--- src/rtl/cla16_word_sequencer.sv ---
// Purpose: slices one wide add request into 16-bit steps for an external cla_adder16, carry chained through a register.
// Latency: out_valid rises NUM_SLICES clock edges after the accept edge; result held until consumed.
// Backpressure: in_ready low while running or while an unconsumed result waits; consume plus new request accepts back-to-back.
module cla16_word_sequencer #(
    parameter int NUM_SLICES = 4
) (
    input  logic                       clk,
    input  logic                       rst_n,
    input  logic                       in_valid,
    output logic                       in_ready,
    input  logic [16*NUM_SLICES-1:0]   op_a,
    input  logic [16*NUM_SLICES-1:0]   op_b,
    input  logic                       op_cin,
    output logic [15:0]                add_a,
    output logic [15:0]                add_b,
    output logic                       add_cin,
    input  logic [15:0]                add_sum,
    input  logic                       add_cout,
    output logic                       out_valid,
    input  logic                       out_ready,
    output logic [16*NUM_SLICES-1:0]   result,
    output logic                       result_cout
);

    localparam int W  = 16 * NUM_SLICES;
    localparam int IW = (NUM_SLICES > 1) ? $clog2(NUM_SLICES) : 1;
    localparam logic [IW-1:0] LAST = IW'(NUM_SLICES - 1);

    typedef enum logic [1:0] {
        IDLE = 2'd0,
        RUN  = 2'd1,
        DONE = 2'd2
    } state_t;

    state_t         state_q;
    state_t         state_d;
    logic [IW-1:0]  idx;
    logic [W-1:0]   a_q;
    logic [W-1:0]   b_q;
    logic           cin_q;
    logic           carry;
    logic [IW+3:0]  base;
    logic           accept;

    // Bit offset of the slice currently being added.
    assign base = {idx, 4'b0000};

    // Handshake flags come straight from the state; in_ready stays low while reset is held.
    assign in_ready  = rst_n && ((state_q == IDLE) || ((state_q == DONE) && out_ready));
    assign out_valid = (state_q == DONE);
    assign accept    = in_valid && in_ready;

    // State register.
    always_ff @(posedge clk or negedge rst_n) begin
        if (!rst_n) begin
            state_q <= IDLE;
        end else begin
            state_q <= state_d;
        end
    end

    // Next-state logic: a consume and a new request in the same cycle go straight back to RUN.
    always_comb begin
        state_d = state_q;
        case (state_q)
            IDLE: begin
                if (in_valid) begin
                    state_d = RUN;
                end
            end
            RUN: begin
                if (idx == LAST) begin
                    state_d = DONE;
                end
            end
            DONE: begin
                if (out_ready) begin
                    state_d = in_valid ? RUN : IDLE;
                end
            end
            default: state_d = IDLE;
        endcase
    end

    // Adder drive: current slice in RUN, quiet zeros otherwise; slice 0 takes the request carry.
    always_comb begin
        add_a   = 16'h0000;
        add_b   = 16'h0000;
        add_cin = 1'b0;
        if (state_q == RUN) begin
            add_a   = a_q[base +: 16];
            add_b   = b_q[base +: 16];
            add_cin = (idx == '0) ? cin_q : carry;
        end
    end

    // Datapath: capture operands on accept, then one sum slice per edge while running.
    always_ff @(posedge clk or negedge rst_n) begin
        if (!rst_n) begin
            a_q         <= '0;
            b_q         <= '0;
            cin_q       <= 1'b0;
            idx         <= '0;
            carry       <= 1'b0;
            result      <= '0;
            result_cout <= 1'b0;
        end else if (accept) begin
            // Previous result stays visible until the first new slice lands.
            a_q   <= op_a;
            b_q   <= op_b;
            cin_q <= op_cin;
            idx   <= '0;
        end else if (state_q == RUN) begin
            result[base +: 16] <= add_sum;
            carry              <= add_cout;
            if (idx == LAST) begin
                result_cout <= add_cout;
                idx         <= '0;
            end else begin
                idx <= idx + IW'(1);
            end
        end
    end

endmodule
--- config.mk ---
export PLATFORM = sky130hd
export DESIGN_NAME = cla16_word_sequencer
export DESIGN_NICKNAME = d
export VERILOG_FILES = /design/src/rtl/cla16_word_sequencer.sv
export SDC_FILE = /design/constraint.sdc
export NUM_CORES = 1
export LEC_CHECK = 0
export ABC_CLOCK_PERIOD_IN_PS = 4500
export CORE_MARGIN = 10
export CORE_UTILIZATION = 50
export CTS_BUF_LIST = sky130_fd_sc_hd__clkbuf_16
export CTS_CLUSTER_SIZE = 12
export DETAILED_ROUTE_END_ITERATION = 12
export GPL_TIMING_DRIVEN = 0
export PLACE_DENSITY = 0.83
export SLEW_MARGIN = 15
export SYNTH_ARGS = -nofsm -noshare
export SYNTH_HDL_FRONTEND = slang
export SYNTH_SLANG_ARGS = --single-unit
--- constraint.sdc ---
create_clock -name clk -period 4.5 [get_ports clk]
set_clock_uncertainty 0.15 [all_clocks]
set_input_delay 1.125 -clock clk [delete_from_list [all_inputs] [get_ports clk]]
set_output_delay 1.125 -clock clk [all_outputs]
set_load 0.01 [all_outputs]
==> metrics, run 1 <==
Max Clock Freq 238 MHz; number of DRC violations after detailed-routing iteration 0 286; status finished clean; critical path launch point type input port; category of the worst setup path capture point primary output; power density over cell area a little over 700 nW/µm²; number of setup violations in the final report 0; crit path capture in_ready; Clock Path Buffers 2; Detailed Routing Iterations Pass 1 4; area of the mapped netlist 8820 µm²; pin slew with the least headroom to its limit 708 ps; post-synth top area share 0.564; number of hold-repair buffers added at the cts stage 0; number of buffers added by the clock tree synthesis step 17; final-layout setup total negative slack 0 ps; Final min period approximately 4200 ps; top cells by instance count after synthesis sky130_fd_sc_hd__dfrtp_1, sky130_fd_sc_hd__mux2_4, sky130_fd_sc_hd__a22o_1; Min Hold Slack between 300 and 400 ps; startpoint of the worst setup timing path rst_n; die area 23,400 µm²; origin of the critical flop-to-flop path idx[1]$_DFFE_PN0P_; placement row count 48; logic gate share of total power 0.460; layout filler cell count about 1,100; number of max-slew violations in the final report 0; area overhead of the layout relative to synthesis 38.8%; final HPWL from detailed placement between 15 and 20 mm; total global routing track utilization 0.210; starting density of the core 0.510; crit-path max FO roughly 120; num ports 250; worst reg-to-reg setup slack between 1500 and 2000 ps; clock root cell sky130_fd_sc_hd__clkbuf_16; final net count between 900 and 1,000; via count of the first global-routing pass ~6,600; Post-CTS Repair Setup Buffers 0; type of the worst min-delay path reg2reg; sequential area share after synthesis 0.564; leakage power total between 0.005 and 0.006 µW; syn avg cell area approximately 16 µm²; Die H between 150 and 200 µm; Hold Vio Cnt, Final 0; WL/cell between 20 and 25 µm; part of the power in the clock network 0.180; count of input and output buffers around 250; Worst R2R End result[26]$_DFFE_PN0P_; unique cell type count in the Yosys netlist 25; relative slew slack 0.528; synthesized instance count approximately 540; global-route wire length before repair just under 40 mm; count of instances resized after the clock tree is built 0; routed vias ~5,700; main area contributors after synthesis sky130_fd_sc_hd__dfrtp_1, sky130_fd_sc_hd__mux2_4, sky130_fd_sc_hd__mux4_2; average vias per placed instance 5.50; RSZ-0062 raised after global routing no; maximum number of pins on one net before global-route repair 116; drt total wl around 24 mm; H-tree depth 4; switching power of the nets roughly 2800 µW; arrival time at the worst endpoint roughly 2900 ps; clock transition at the register clock pins on the worst setup and hold paths after CTS approximately 70 ps; top cell type by total area after synthesis sky130_fd_sc_hd__dfrtp_1; sequential cell area 4980 µm²; most repeated cell in the gate-level netlist after synthesis sky130_fd_sc_hd__dfrtp_1; Seq cells post-synth a little under 200; Required @ worst endpoint 3220 ps; internal power contribution 6100 µW; worst skew pair latency approximately 430 ps; number of flops mapped to enable cells by yosys 0; gp weighted congestion slightly below 0.9; worst r2r path cells 8; Final Cycle Share 0.936; number of max-capacitance violations reported 0; combined area of the multi-input logic cells between 3000 and 4000 µm²; post-synth net total between 600 and 700; number of antenna violations at the first check in global routing 2; count of warnings emitted by yosys 0; switching share of power 0.312; share of async-settable or async-resettable flops after synthesis 1.00; total congestion overflow 0; Primary FF master, synth sky130_fd_sc_hd__dfrtp_1; type of the setup path with the least slack in2out; die width 153 µm; CTS tree done; layout cells sized above 1 0.278; Residual DRC 0; clk sinks between 150 and 200; antenna violation net count after detailed routing 0; area of the core region 17,300 µm²; worst voltage drop across the vdd grid approximately 0.00046 V; sequential group share of total power 0.360
## per-stage QoR
step	utilization	setup slack [ps]	cells	cell area [µm²]	total power (µW)
final	0.708	290	1043	12200	8860
after global routing	0.708	84.1	1042	12200	9360
after CTS	0.708	228	1042	12200	8950
after detailed placement	0.672	228	1010	11600	7320
after global placement	0.671	-5760	1009	11600	7180
after floorplan	-	1690	535	8820	5490
## per-layer routing
metal	share of wire	vias to the layer above	GRT usage
met5	0	-	0
li1	-	2521	-
met3	0.083	30	0.0752
met4	0.016	0	0.0604
met1	0.41	2965	0.260
met2	0.49	224	0.340
## final cells by class
class	instances	area share
Antenna cell	1	0.000204
Buffer	36	0.0206
Clock buffer	17	0.0347
Clock inverter	15	0.0154
Inverter	4	0.00123
Multi-Input combinational cell	296	0.292
Sequential cell	199	0.407
Tap cell	225	0.0230
Timing Repair Buffer	250	0.206
## cell families (layout without fill, tap and decap cells)
family / count (synthesis) / in the layout / share of synthesized area
mux: 163 / 163 / 0.286
flops: 199 / 199 / 0.564
simple gates: 59 / 59 / 0.0438
other cells: 0 / 1 / 0
fa+ha+maj: 6 / 6 / 0.00851
buf+inv: 40 / 322 / 0.0303
compound gates: 68 / 68 / 0.0669
## worst min-delay path by stage
stage                                 startpoint                endpoint  slack (ps)  cells after the start
after floorplan                carry$_DFFE_PN0P_       carry$_DFFE_PN0P_         290                      2
after global placement         carry$_DFFE_PN0P_       carry$_DFFE_PN0P_         320                      2
after detailed placement       carry$_DFFE_PN0P_       carry$_DFFE_PN0P_         330                      2
after CTS                      carry$_DFFE_PN0P_       carry$_DFFE_PN0P_         340                      2
after global routing      result[39]$_DFFE_PN0P_  result[39]$_DFFE_PN0P_         360                      1
final                          carry$_DFFE_PN0P_       carry$_DFFE_PN0P_         340                      2
## state kept, by name, indices dropped and copies added, names as in the netlist
name / flops
idx: 2
result: 64
carry: 1
b_q: 64
result_cout: 1
state_q: 2
a_q: 64
cin_q: 1
## worst max-delay path: stages
cell and delay [ps]:
sky130_fd_sc_hd__buf_8 450, sky130_fd_sc_hd__buf_16 470, sky130_fd_sc_hd__and2_1 210, sky130_fd_sc_hd__clkdlybuf4s50_1 570
## placed cells by master (no fill, tap or decap)
master	count
sky130_fd_sc_hd__a21boi_0	1
sky130_fd_sc_hd__a22o_1	65
sky130_fd_sc_hd__and2_1	33
sky130_fd_sc_hd__and2b_1	1
sky130_fd_sc_hd__buf_16	1
sky130_fd_sc_hd__buf_2	10
sky130_fd_sc_hd__buf_4	8
sky130_fd_sc_hd__buf_6	10
sky130_fd_sc_hd__buf_8	1
sky130_fd_sc_hd__bufinv_16	3
sky130_fd_sc_hd__clkbuf_1	8
sky130_fd_sc_hd__clkbuf_16	17
sky130_fd_sc_hd__clkdlybuf4s50_1	248
sky130_fd_sc_hd__clkinv_1	1
sky130_fd_sc_hd__clkinv_2	2
sky130_fd_sc_hd__clkinv_4	2
sky130_fd_sc_hd__clkinvlp_4	1
sky130_fd_sc_hd__dfrtp_1	199
sky130_fd_sc_hd__diode_2	1
sky130_fd_sc_hd__ha_1	6
sky130_fd_sc_hd__inv_1	4
sky130_fd_sc_hd__inv_6	3
sky130_fd_sc_hd__inv_8	3
sky130_fd_sc_hd__mux2_2	42
sky130_fd_sc_hd__mux2_4	88
sky130_fd_sc_hd__mux2i_1	1
sky130_fd_sc_hd__mux4_2	32
sky130_fd_sc_hd__nand2_1	12
sky130_fd_sc_hd__nand2b_1	3
sky130_fd_sc_hd__nand4bb_1	1
sky130_fd_sc_hd__nor2_1	3
sky130_fd_sc_hd__nor2b_1	1
sky130_fd_sc_hd__nor3_2	1
sky130_fd_sc_hd__nor4_4	3
sky130_fd_sc_hd__o21ai_0	1
sky130_fd_sc_hd__o2bb2ai_1	1
sky130_fd_sc_hd__or3_1	1
## power by group through the flow
stage / logic (µW) / clock network, µW / registers (µW)
2_1_floorplan: 2350 / 0 / 3140
3_3_place_gp: 4040 / 0 / 3130
3_5_place_dp: 4120 / 0 / 3210
4_1_cts: 4140 / 1620 / 3180
5_1_grt: 4370 / 1700 / 3300
6_report: 4080 / 1600 / 3190
Power figures use the tool's default switching activity.
==> inputs of run 2 (changes only) <==
--- a/config.mk
+++ b/config.mk
@@ -13,7 +13,7 @@
 export DETAILED_ROUTE_END_ITERATION = 12
 export GPL_TIMING_DRIVEN = 0
 export PLACE_DENSITY = 0.83
-export SLEW_MARGIN = 15
+export SLEW_MARGIN = 20
 export SYNTH_ARGS = -nofsm -noshare
 export SYNTH_HDL_FRONTEND = slang
 export SYNTH_SLANG_ARGS = --single-unit
==> run 2 against run 1 <==
Against the previous run:
- sequential share of layout area is 0.075 points lower
- clock power hardly changed
- largest power group unchanged
- first-iteration DRC count is 10% lower
- routed wire length is 0.26% lower
- power hardly changed
- critical endpoint is now add_b[11]
==> metrics, run 2 (synthesis gave the netlist of run 1 again) <==
status finished clean; category of the worst setup path capture point primary output; Final min period between 4000 and 5000 ps; drt total wl roughly 24 mm; worst r2r path cells 8; maximum number of pins on one net before global-route repair 83; number of buffers added by the clock tree synthesis step 17; final net count 961; hold depth 2; total global routing track utilization 0.207; H-tree depth 4; area of the core region around 17,000 µm²; number of hold-repair buffers added at the cts stage 0; total congestion overflow 0; average vias per placed instance roughly 5.5; Regs by FF count a_q: 64 flops, b_q: 64 flops, result: 64 flops; Hold Vio Cnt, Final 0; end point of the worst hold path carry$_DFFE_PN0P_; global-route wire length before repair slightly below 40 mm; routed vias around 5,800; gp weighted congestion ~0.88; number of DRC violations after detailed-routing iteration 0 approximately 260; number of max-capacitance violations reported 0; most common cell after layout, fill and taps aside sky130_fd_sc_hd__clkdlybuf4s50_1; Residual DRC 0; part of the power in the clock network 0.179; clock transition at the register clock pins on the worst setup and hold paths after CTS about 70 ps; Max Clock Freq roughly 240 MHz; clock root cell sky130_fd_sc_hd__clkbuf_16; crit-path max FO 10; Die H ~150 µm; area overhead of the layout relative to synthesis 39.0%; count of instances resized after the clock tree is built 0; final standard cell count with taps included and fillers excluded 1,043; leakage power total roughly 0.0055 µW; Clock Path Buffers 2; die area about 23,000 µm²; Worst R2R End result[30]$_DFFE_PN0P_; number of max-slew violations in the final report 0; arrival time at the worst endpoint roughly 2900 ps; Inst Count DP around 1,000; final HPWL from detailed placement between 15 and 20 mm; worst setup timing slack at the placement stage 640 ps; WL/cell 23.1 µm; sequential group share of total power 0.360; layout cells sized above 1 0.280; logic gate share of total power 0.461; worst setup slack after layout between 300 and 400 ps; Detailed Routing Iterations Pass 1 5; worst skew pair latency between 400 and 500 ps; worst reg-to-reg setup slack roughly 1600 ps; type of the worst min-delay path reg2reg; internal power contribution 6100 µW; Min-Delay Startpoint carry$_DFFE_PN0P_; pin slew with the least headroom to its limit 731 ps; placement row count 48; starting density of the core 0.510; RSZ-0062 raised after global routing no; switching share of power 0.312; Required @ worst endpoint between 3000 and 4000 ps; num ports 250; Final Cycle Share 0.926; die width 153 µm; type of the setup path with the least slack reg2out; antenna diode count 0; clk sinks 199; power density over cell area between 700 and 800 nW/µm²; number of antenna violations at the first check in global routing 1; count of input and output buffers between 200 and 250; antenna violation net count after detailed routing 0; switching power of the nets around 2800 µW; Min Hold Slack 340 ps; number of setup violations in the final report 0; origin of the critical flop-to-flop path idx[1]$_DFFE_PN0P_; Post-CTS Repair Setup Buffers 0; CTS tree done; critical path launch point type flip-flop; relative slew slack 0.513; via count of the first global-routing pass roughly 6,700; most frequent cells in the layout sky130_fd_sc_hd__clkdlybuf4s50_1, sky130_fd_sc_hd__dfrtp_1, sky130_fd_sc_hd__mux2_4, sky130_fd_sc_hd__a22o_1, sky130_fd_sc_hd__mux2_2; worst voltage drop across the vdd grid between 0.0004 and 0.0005 V
## run 2: changes by cell type in the layout (fill, tap and decap cells not counted)
cell	delta
sky130_fd_sc_hd__clkinvlp_4	+1
sky130_fd_sc_hd__clkinv_4	-1
sky130_fd_sc_hd__clkinv_1	-1
sky130_fd_sc_hd__buf_16	+1
sky130_fd_sc_hd__clkinv_2	+1
sky130_fd_sc_hd__diode_2	-1
sky130_fd_sc_hd__inv_6	+1
sky130_fd_sc_hd__inv_8	-1
## run 2: final cells by class
cell class | count | area [µm²]
clock buffers | 17 | 425
flip-flops and latches | 199 | 4980
inverters | 4 | 15.0
multi-input cells | 296 | 3580
repair buffers | 251 | 2550
plain buffers | 36 | 253
well taps | 225 | 282
fillers | 1104 | 5030
clock inverters | 15 | 186
## run 2: through the flow
step	utilization	instance area, µm²	total power (µW)	setup TNS, ps
5_1_grt	0.709	12300	9350	0
3_5_place_dp	0.674	11700	7330	0
4_1_cts	0.709	12300	8950	0
3_3_place_gp	0.671	11600	7180	-1760500
6_report	0.709	12300	8860	0
2_1_floorplan	-	8820	5490	0
## run 2: worst max-delay path by stage
stage | start | endpoint | slack (ps) | depth (start not counted)
6_report | idx[1]$_DFFE_PN0P_ | add_b[11] | 330 | 5
5_1_grt | idx[1]$_DFFE_PN0P_ | add_cin | 180 | 7
4_1_cts | idx[1]$_DFFE_PN0P_ | add_b[11] | 300 | 5
3_5_place_dp | rst_n | in_ready | 640 | 4
3_3_place_gp | rst_n | in_ready | -5760 | 3
2_1_floorplan | idx[0]$_DFFE_PN0P_ | add_a[0] | 1690 | 4
## run 2: critical path: stages (launching register included)
cell and delay, ps:
sky130_fd_sc_hd__dfrtp_1 400, sky130_fd_sc_hd__clkbuf_1 340, sky130_fd_sc_hd__clkbuf_1 610, sky130_fd_sc_hd__mux4_2 420, sky130_fd_sc_hd__and2_1 200, sky130_fd_sc_hd__clkdlybuf4s50_1 490
## run 2: power by group through the flow
stage | clock (µW) | combinational [µW] | sequential, µW
finish | 1590 | 4090 | 3190
global route | 1690 | 4370 | 3290
CTS | 1620 | 4150 | 3180
detailed placement | 0 | 4120 | 3200
global placement | 0 | 4040 | 3130
floorplan | 0 | 2350 | 3140
## run 2: layer usage
layer | routed length, µm | track usage | share of wire
met3 | 1920 | 0.0758 | 0.080
met4 | 326 | 0.0599 | 0.014
met1 | 10100 | 0.258 | 0.42
met5 | 0 | 0 | 0
met2 | 11700 | 0.333 | 0.49
